`src/rtl/lcd_bus_pkg.sv`:
```
// Shared definitions for the 8080-style parallel LCD bus engines.
// Contents:
//   lcd_state_e         - phase encoding of the read-back engine
//   LCD_*_CYC           - default bus timing, shared with the write path so
//                         both controllers meet the same panel tWRL/tRDL
//   LCD_IDLE_*          - levels driven onto the bus when nobody owns it
//   lcd_max/lcd_timer_w - sizing helpers for the phase timer
package lcd_bus_pkg;

    typedef enum logic [2:0] {
        ST_IDLE   = 3'd0,
        ST_CMD_LO = 3'd1,
        ST_CMD_HI = 3'd2,
        ST_TURN   = 3'd3,
        ST_RD_LO  = 3'd4,
        ST_RD_HI  = 3'd5
    } lcd_state_e;

    localparam int unsigned LCD_WR_LOW_CYC  = 1;
    localparam int unsigned LCD_WR_HIGH_CYC = 1;
    localparam int unsigned LCD_TURN_CYC    = 2;
    localparam int unsigned LCD_RD_LOW_CYC  = 4;
    localparam int unsigned LCD_RD_HIGH_CYC = 3;

    localparam logic LCD_IDLE_CS = 1'b1;
    localparam logic LCD_IDLE_RS = 1'b1;
    localparam logic LCD_IDLE_WR = 1'b1;
    localparam logic LCD_IDLE_RD = 1'b1;
    localparam logic LCD_IDLE_OE = 1'b0;

    function automatic int unsigned lcd_max(input int unsigned a, input int unsigned b);
        return (a > b) ? a : b;
    endfunction

    // The timer holds (phase length - 1), so the longest phase m needs
    // enough bits to represent m-1.
    function automatic int unsigned lcd_timer_w(input int unsigned a, input int unsigned b,
                                                input int unsigned c, input int unsigned d,
                                                input int unsigned e);
        int unsigned m;
        m = lcd_max(lcd_max(lcd_max(a, b), lcd_max(c, d)), e);
        return (m <= 2) ? 1 : $clog2(m);
    endfunction

endpackage

```
`src/rtl/lcd_phase_timer.sv`:
```
// Loadable down-counter that measures bus phase lengths.
// Ports:
//   clk  - clock
//   rst  - synchronous active-high reset, clears the count
//   load - load len (phase length - 1) this cycle
//   len  - value to load
//   zero - count has reached 0, i.e. the current phase ends this cycle
module lcd_phase_timer #(
    parameter int unsigned W = 2
) (
    input  logic         clk,
    input  logic         rst,
    input  logic         load,
    input  logic [W-1:0] len,
    output logic         zero
);

    logic [W-1:0] cnt_q, cnt_d;

    always_comb begin
        cnt_d = cnt_q;
        if (load) begin
            cnt_d = len;
        end else if (cnt_q != '0) begin
            cnt_d = cnt_q - W'(1);
        end
    end

    always_ff @(posedge clk) begin
        if (rst) begin
            cnt_q <= '0;
        end else begin
            cnt_q <= cnt_d;
        end
    end

    assign zero = (cnt_q == '0);

endmodule

```
`src/rtl/lcd_reg_reader.sv`:
```
// Read-back engine for the 8080 parallel LCD bus: writes one command word,
// releases the bus, then issues rd_len RD strobes and returns each word.
// Ports:
//   clk, rst            - clock, synchronous active-high reset
//   start               - request, sampled only while idle
//   cmd, rd_len, rd_skip- command word, number of reads, drop first word
//   busy                - bus owned by this block
//   done                - one-cycle pulse in the first idle cycle after a transaction
//   rd_data, rd_valid   - last captured word and its update pulse
//   LCD_CS/RS/WR/RD     - bus controls (active-low except RS)
//   LCD_DATA_O/_OE/_I   - bus data out, drive enable, data in
module lcd_reg_reader
    import lcd_bus_pkg::*;
#(
    parameter int unsigned WR_LOW_CYC  = LCD_WR_LOW_CYC,
    parameter int unsigned WR_HIGH_CYC = LCD_WR_HIGH_CYC,
    parameter int unsigned TURN_CYC    = LCD_TURN_CYC,
    parameter int unsigned RD_LOW_CYC  = LCD_RD_LOW_CYC,
    parameter int unsigned RD_HIGH_CYC = LCD_RD_HIGH_CYC
) (
    input  logic        clk,
    input  logic        rst,
    input  logic        start,
    input  logic [15:0] cmd,
    input  logic [3:0]  rd_len,
    input  logic        rd_skip,
    output logic        busy,
    output logic        done,
    output logic [15:0] rd_data,
    output logic        rd_valid,
    output logic        LCD_CS,
    output logic        LCD_RS,
    output logic        LCD_WR,
    output logic        LCD_RD,
    output logic [15:0] LCD_DATA_O,
    output logic        LCD_DATA_OE,
    input  logic [15:0] LCD_DATA_I
);

    localparam int unsigned TW = lcd_timer_w(WR_LOW_CYC, WR_HIGH_CYC, TURN_CYC,
                                             RD_LOW_CYC, RD_HIGH_CYC);

    localparam logic [TW-1:0] WRL_M1 = TW'(WR_LOW_CYC - 1);
    localparam logic [TW-1:0] WRH_M1 = TW'(WR_HIGH_CYC - 1);
    localparam logic [TW-1:0] TRN_M1 = TW'(TURN_CYC - 1);
    localparam logic [TW-1:0] RDL_M1 = TW'(RD_LOW_CYC - 1);
    localparam logic [TW-1:0] RDH_M1 = TW'(RD_HIGH_CYC - 1);

    lcd_state_e    state_q, state_d;
    logic [15:0]   cmd_q, cmd_d;
    logic [3:0]    cnt_q, cnt_d;
    logic          skip_q, skip_d;
    logic          first_q, first_d;

    logic          cs_q, cs_d, rs_q, rs_d, wr_q, wr_d, rd_q, rd_d, oe_q, oe_d;
    logic [15:0]   dout_q, dout_d;
    logic          busy_q, busy_d, done_q, done_d, valid_q, valid_d;
    logic [15:0]   rdata_q, rdata_d;

    logic          capture;
    logic          t_zero;
    logic          t_load;
    logic [TW-1:0] t_len;

    lcd_phase_timer #(.W(TW)) u_timer (
        .clk  (clk),
        .rst  (rst),
        .load (t_load),
        .len  (t_len),
        .zero (t_zero)
    );

    // Next-state logic: each phase lasts until the timer reports zero.
    always_comb begin
        state_d = state_q;
        cmd_d   = cmd_q;
        cnt_d   = cnt_q;
        skip_d  = skip_q;
        first_d = first_q;
        capture = 1'b0;
        unique case (state_q)
            ST_IDLE: begin
                if (start) begin
                    state_d = ST_CMD_LO;
                    cmd_d   = cmd;
                    cnt_d   = rd_len;
                    skip_d  = rd_skip;
                    first_d = 1'b1;
                end
            end
            ST_CMD_LO: if (t_zero) state_d = ST_CMD_HI;
            ST_CMD_HI: if (t_zero) state_d = (cnt_q == 4'd0) ? ST_IDLE : ST_TURN;
            ST_TURN:   if (t_zero) state_d = ST_RD_LO;
            ST_RD_LO: begin
                if (t_zero) begin
                    state_d = ST_RD_HI;
                    capture = 1'b1;     // this edge raises RD; panel data is valid
                end
            end
            ST_RD_HI: begin
                if (t_zero) begin
                    cnt_d   = cnt_q - 4'd1;
                    first_d = 1'b0;
                    state_d = (cnt_q == 4'd1) ? ST_IDLE : ST_RD_LO;
                end
            end
            default: state_d = ST_IDLE;
        endcase
    end

    // Timer reloads on every phase change with the length of the phase entered.
    always_comb begin
        t_load = (state_d != state_q);
        t_len  = '0;
        unique case (state_d)
            ST_CMD_LO: t_len = WRL_M1;
            ST_CMD_HI: t_len = WRH_M1;
            ST_TURN:   t_len = TRN_M1;
            ST_RD_LO:  t_len = RDL_M1;
            ST_RD_HI:  t_len = RDH_M1;
            default:   t_len = '0;
        endcase
    end

    // Bus outputs are decoded from the next state so the registered pins
    // line up with the state they belong to.
    always_comb begin
        cs_d    = LCD_IDLE_CS;
        rs_d    = LCD_IDLE_RS;
        wr_d    = LCD_IDLE_WR;
        rd_d    = LCD_IDLE_RD;
        oe_d    = LCD_IDLE_OE;
        dout_d  = '0;
        busy_d  = (state_d != ST_IDLE);
        done_d  = (state_q != ST_IDLE) && (state_d == ST_IDLE);
        valid_d = capture && !(skip_q && first_q);
        rdata_d = valid_d ? LCD_DATA_I : rdata_q;
        unique case (state_d)
            ST_CMD_LO: begin
                cs_d = 1'b0; rs_d = 1'b0; wr_d = 1'b0; oe_d = 1'b1; dout_d = cmd_d;
            end
            ST_CMD_HI: begin
                cs_d = 1'b0; rs_d = 1'b0; oe_d = 1'b1; dout_d = cmd_d;
            end
            ST_TURN:  cs_d = 1'b0;
            ST_RD_LO: begin
                cs_d = 1'b0; rd_d = 1'b0;
            end
            ST_RD_HI: cs_d = 1'b0;
            default: ;
        endcase
    end

    always_ff @(posedge clk) begin
        if (rst) begin
            state_q <= ST_IDLE;
            cmd_q   <= '0;
            cnt_q   <= '0;
            skip_q  <= 1'b0;
            first_q <= 1'b0;
            cs_q    <= LCD_IDLE_CS;
            rs_q    <= LCD_IDLE_RS;
            wr_q    <= LCD_IDLE_WR;
            rd_q    <= LCD_IDLE_RD;
            oe_q    <= LCD_IDLE_OE;
            dout_q  <= '0;
            busy_q  <= 1'b0;
            done_q  <= 1'b0;
            valid_q <= 1'b0;
            rdata_q <= '0;
        end else begin
            state_q <= state_d;
            cmd_q   <= cmd_d;
            cnt_q   <= cnt_d;
            skip_q  <= skip_d;
            first_q <= first_d;
            cs_q    <= cs_d;
            rs_q    <= rs_d;
            wr_q    <= wr_d;
            rd_q    <= rd_d;
            oe_q    <= oe_d;
            dout_q  <= dout_d;
            busy_q  <= busy_d;
            done_q  <= done_d;
            valid_q <= valid_d;
            rdata_q <= rdata_d;
        end
    end

    assign LCD_CS      = cs_q;
    assign LCD_RS      = rs_q;
    assign LCD_WR      = wr_q;
    assign LCD_RD      = rd_q;
    assign LCD_DATA_OE = oe_q;
    assign LCD_DATA_O  = dout_q;
    assign busy        = busy_q;
    assign done        = done_q;
    assign rd_valid    = valid_q;
    assign rd_data     = rdata_q;

endmodule

```
`config.mk`:
```
export PLATFORM = sky130hd
export DESIGN_NAME = lcd_reg_reader
export DESIGN_NICKNAME = d
export VERILOG_FILES = /design/src/rtl/lcd_bus_pkg.sv /design/src/rtl/lcd_phase_timer.sv /design/src/rtl/lcd_reg_reader.sv
export SDC_FILE = /design/constraint.sdc
export NUM_CORES = 1
export LEC_CHECK = 0
export CAP_MARGIN = 20
export CORE_MARGIN = 1.5
export CORE_UTILIZATION = 41
export CTS_CLUSTER_SIZE = 40
export DETAILED_ROUTE_END_ITERATION = 10
export PLACE_DENSITY = 0.74
export SLEW_MARGIN = 20
export SYNTH_ARGS = -nofsm -noshare
export SYNTH_HDL_FRONTEND = slang
export SYNTH_SLANG_ARGS = --single-unit
```
`constraint.sdc`:
```
create_clock -name clk -period 1.8 [get_ports clk]
set_input_delay 0.27 -clock clk [delete_from_list [all_inputs] [get_ports clk]]
set_output_delay 0.27 -clock clk [all_outputs]
set_load 0.005 [all_outputs]
```
==> results of run 1 <==
## registers in the layout (all words and copies together) (netlist names), 2 cells and up
signal	cells
LCD_DATA_O	16
cmd_q	16
rd_data	16
cnt_q	4
state_q	3
u_timer.cnt_q	2
## per-layer routing
metal	vias up	part of all wire	global-route usage
met5	-	0	0
met3	10	0.085	0.0889
met1	1045	0.43	0.236
met2	70	0.47	0.305
met4	0	0.013	0.0828
li1	1149	-	-
## repair_timing
action / CTS / global route
endpoints found under the setup margin: 16 / 26
setup buffers: 0 / 2
resized for setup: 5 / 34
gates cloned: 0 / 2
## power by group through the flow
stage	sequential [mW]	clock [mW]	combinational [mW]
4_1_cts	1.97	1.47	2.10
3_5_place_dp	2.00	0	2.02
6_report	1.99	1.44	2.43
3_3_place_gp	1.99	0	1.99
2_1_floorplan	1.96	0	1.14
5_1_grt	2.03	1.54	2.65
## cell type report
| class | count | area, um^2 |
|---|---|---|
| fillers | 492 | 1990 |
| flip-flops and latches | 67 | 1350 |
| multi-input cells | 189 | 1180 |
| repair buffers | 108 | 1070 |
| clock buffers | 11 | 151 |
| well taps | 75 | 93.8 |
| clock inverters | 5 | 83.8 |
| inverters | 8 | 30.0 |
## logic make-up after synthesis
kind of cell | after synthesis
simple gates | 114
flops | 67
compound gates | 52
buf+inv | 27
mux | 20
fa+ha+maj | 3
## through the flow
step,TNS [ns],hold slack (ns)
2_1_floorplan,0,0.376
3_3_place_gp,-0.868,0.442
3_5_place_dp,-1.29,0.446
4_1_cts,0,0.340
5_1_grt,-1.15,0.409
6_report,-0.172,0.424
## worst max-delay path by stage
stage | to | depth (start not counted) | slack, ns
6_report | LCD_DATA_O[8]$_SDFF_PP0_ | 7 | -0.02
5_1_grt | LCD_DATA_O[5]$_SDFF_PP0_ | 7 | -0.09
4_1_cts | LCD_DATA_O[5]$_SDFF_PP0_ | 8 | 0.003
3_5_place_dp | cmd_q[11]$_SDFF_PP0_ | 5 | -0.09
3_3_place_gp | cmd_q[11]$_SDFF_PP0_ | 5 | -0.05
2_1_floorplan | LCD_DATA_O[10]$_SDFF_PP0_ | 9 | 0.01
## worst max-delay path: stages, from the launching register on
cell and delay [ns]:
dfxtp_2 0.33, inv_2 0.07, ha_4 0.12, nor3b_4 0.21, o221ai_2 0.13, or4b_4 0.61
clkbuf_16 0.20, nor2_1 0.09
## cells in the final DEF, fill, tap and decap left out, types with 4 or more instances in the layout
master / instances
nor2_1: 38
inv_1: 5
clkbuf_8: 11
clkdlybuf4s50_1: 78
nand2_1: 39
a21oi_1: 27
nor2_2: 5
nor3_1: 5
buf_4: 22
dfxtp_2: 6
nor2_4: 4
dfxtp_1: 61
mux2i_1: 16
o21ai_0: 8
==> flow_summary.json, run 1 <==
{
  "ys_async_sr_fraction": 0,
  "via_per_inst": 4.91,
  "area_growth_pct": 56.6,
  "clkTransAtPathRegs_ns": 0.07,
  "slew_headroom": 0.748,
  "r2r_setup_slack_ns": -0.02,
  "cts_tree": "done",
  "first_iter_violations": 156,
  "ys_ff_latch": 67,
  "final_area_mm2": 0.00396,
  "drc": 0,
  "synth-compound-area-share": 0.121,
  "antenna_found_initial": 0,
  "path_class": "reg -> reg",
  "muxShareOfSynthArea": 0.0801,
  "drive_gt1_frac": 0.204,
  "cp_max_fo": 9,
  "synth_top_family_by_area": "simple AND/OR/NAND/NOR gates",
  "outcome": "complete, but fails checks",
  "syn-num-nets": 326,
  "htree_levels": 3,
  "intPower_mw": 4.00,
  "layoutNonFillerInstCount": 463,
  "skew_ns": 0.00874,
  "ys_top_cells_by_area": "dfxtp_1 53%, mux2i_1 7.1%, nor2_1 7.0%",
  "switching_share": 0.317,
  "synth_area_per_cell_um2": 8.94,
  "die_y_um": 81.6,
  "rows": 28,
  "finalSetupViolCount": 13,
  "rsz0062_at_grt": "yes",
  "io_pins": 80,
  "grt_pass1_wl_um": 9940,
  "syn_area_mm2": 0.00253,
  "dieArea_mm2": 0.00665,
  "gr-total-overflow": 0,
  "p_sw_mw": 1.86,
  "hold_buffers": 0,
  "clock_latency_ns": 0.34,
  "core-area_mm2": 0.00596,
  "start_util": 0.425,
  "synth_xor_xnor_area_share": 0,
  "wire_per_inst_um": 13.8,
  "synth_fa_ha_area_frac": 0.0148,
  "layout.nets": 426,
  "tightest_slew_ns": 0.377,
  "startpoint": "cnt_q[1]$_SDFFE_PP0P_",
  "vias": 2274,
  "antenna_left": 0,
  "r2r-start": "cnt_q[1]$_SDFFE_PP0P_",
  "drv_slew": 0,
  "synth_edf_count": 0,
  "yosysTopAreaCell": "dfxtp_1",
  "fin_total_pwr_mw": 5.86,
  "r2r_cells": 7,
  "post-place-cells": 443,
  "cp.arrival_ns": 2.10,
  "min_to": "LCD_RS$_SDFF_PP1_",
  "synth_cell_types": 42,
  "cts.sinks": 67,
  "place_hpwl_um": 4140,
  "utilization": 0.665,
  "hold_depth": 3,
  "routabilityCongestion": 0.888,
  "antenna_cells": 0,
  "leakage_nw": 1.50,
  "synthTopCellsByCount": "67 x dfxtp_1, 47 x nor2_1, 39 x nand2_1",
  "firstDrtPassIters": 4,
  "die_x_um": 81.6,
  "cts_buffers": 9,
  "required_ns": 2.08,
  "yosysWarnings": 0,
  "synth_top_area_share": 0.530,
  "synth-simple-area-share": 0.205,
  "r2r-end": "LCD_DATA_O[8]$_SDFF_PP0_",
  "dpl_worst_slack_ns": -0.0878,
  "finalCriticalPeriod_ns": 1.82,
  "detail_route.wirelength_um": 6370,
  "clock.fmax_mhz": 549,
  "syn_inst": 283,
  "ys_seq_area_frac": 0.530,
  "share_seq_of_total_power": 0.340,
  "cap_viol_max_count": 0,
  "min_from": "rst",
  "worst_slack_ns": -0.0226,
  "min-delay-path-class": "in -> reg",
  "place_area_mm2": 0.00353,
  "crit_path_end_kind": "flop",
  "p_comb_frac": 0.415,
  "start_kind": "flop",
  "grt_pass1_vias": 2147,
  "max-clock-path-buffers": 2,
  "violations": "setup timing",
  "synth_flop_cell": "dfxtp_1",
  "io_buffers": 79,
  "clkPwrFrac": 0.245,
  "powerDensity_mw_per_mm2": 1480,
  "period_share": 1.01,
  "synth_most_common_cell": "dfxtp_1",
  "cts_root_buf": "clkbuf_8",
  "vdd_drop_max_uv": 785,
  "gr-usage-all-layers": 0.197,
  "hold_viol": 0,
  "grt_max_degree": 30
}
No activity file was read; power rests on OpenSTA's default activity.
==> run 2: changes to the inputs <==
CAP_MARGIN = default   (was 20)
==> results of run 2 <==
The final DEF is identical to that of run 1; final timing and power are the same.
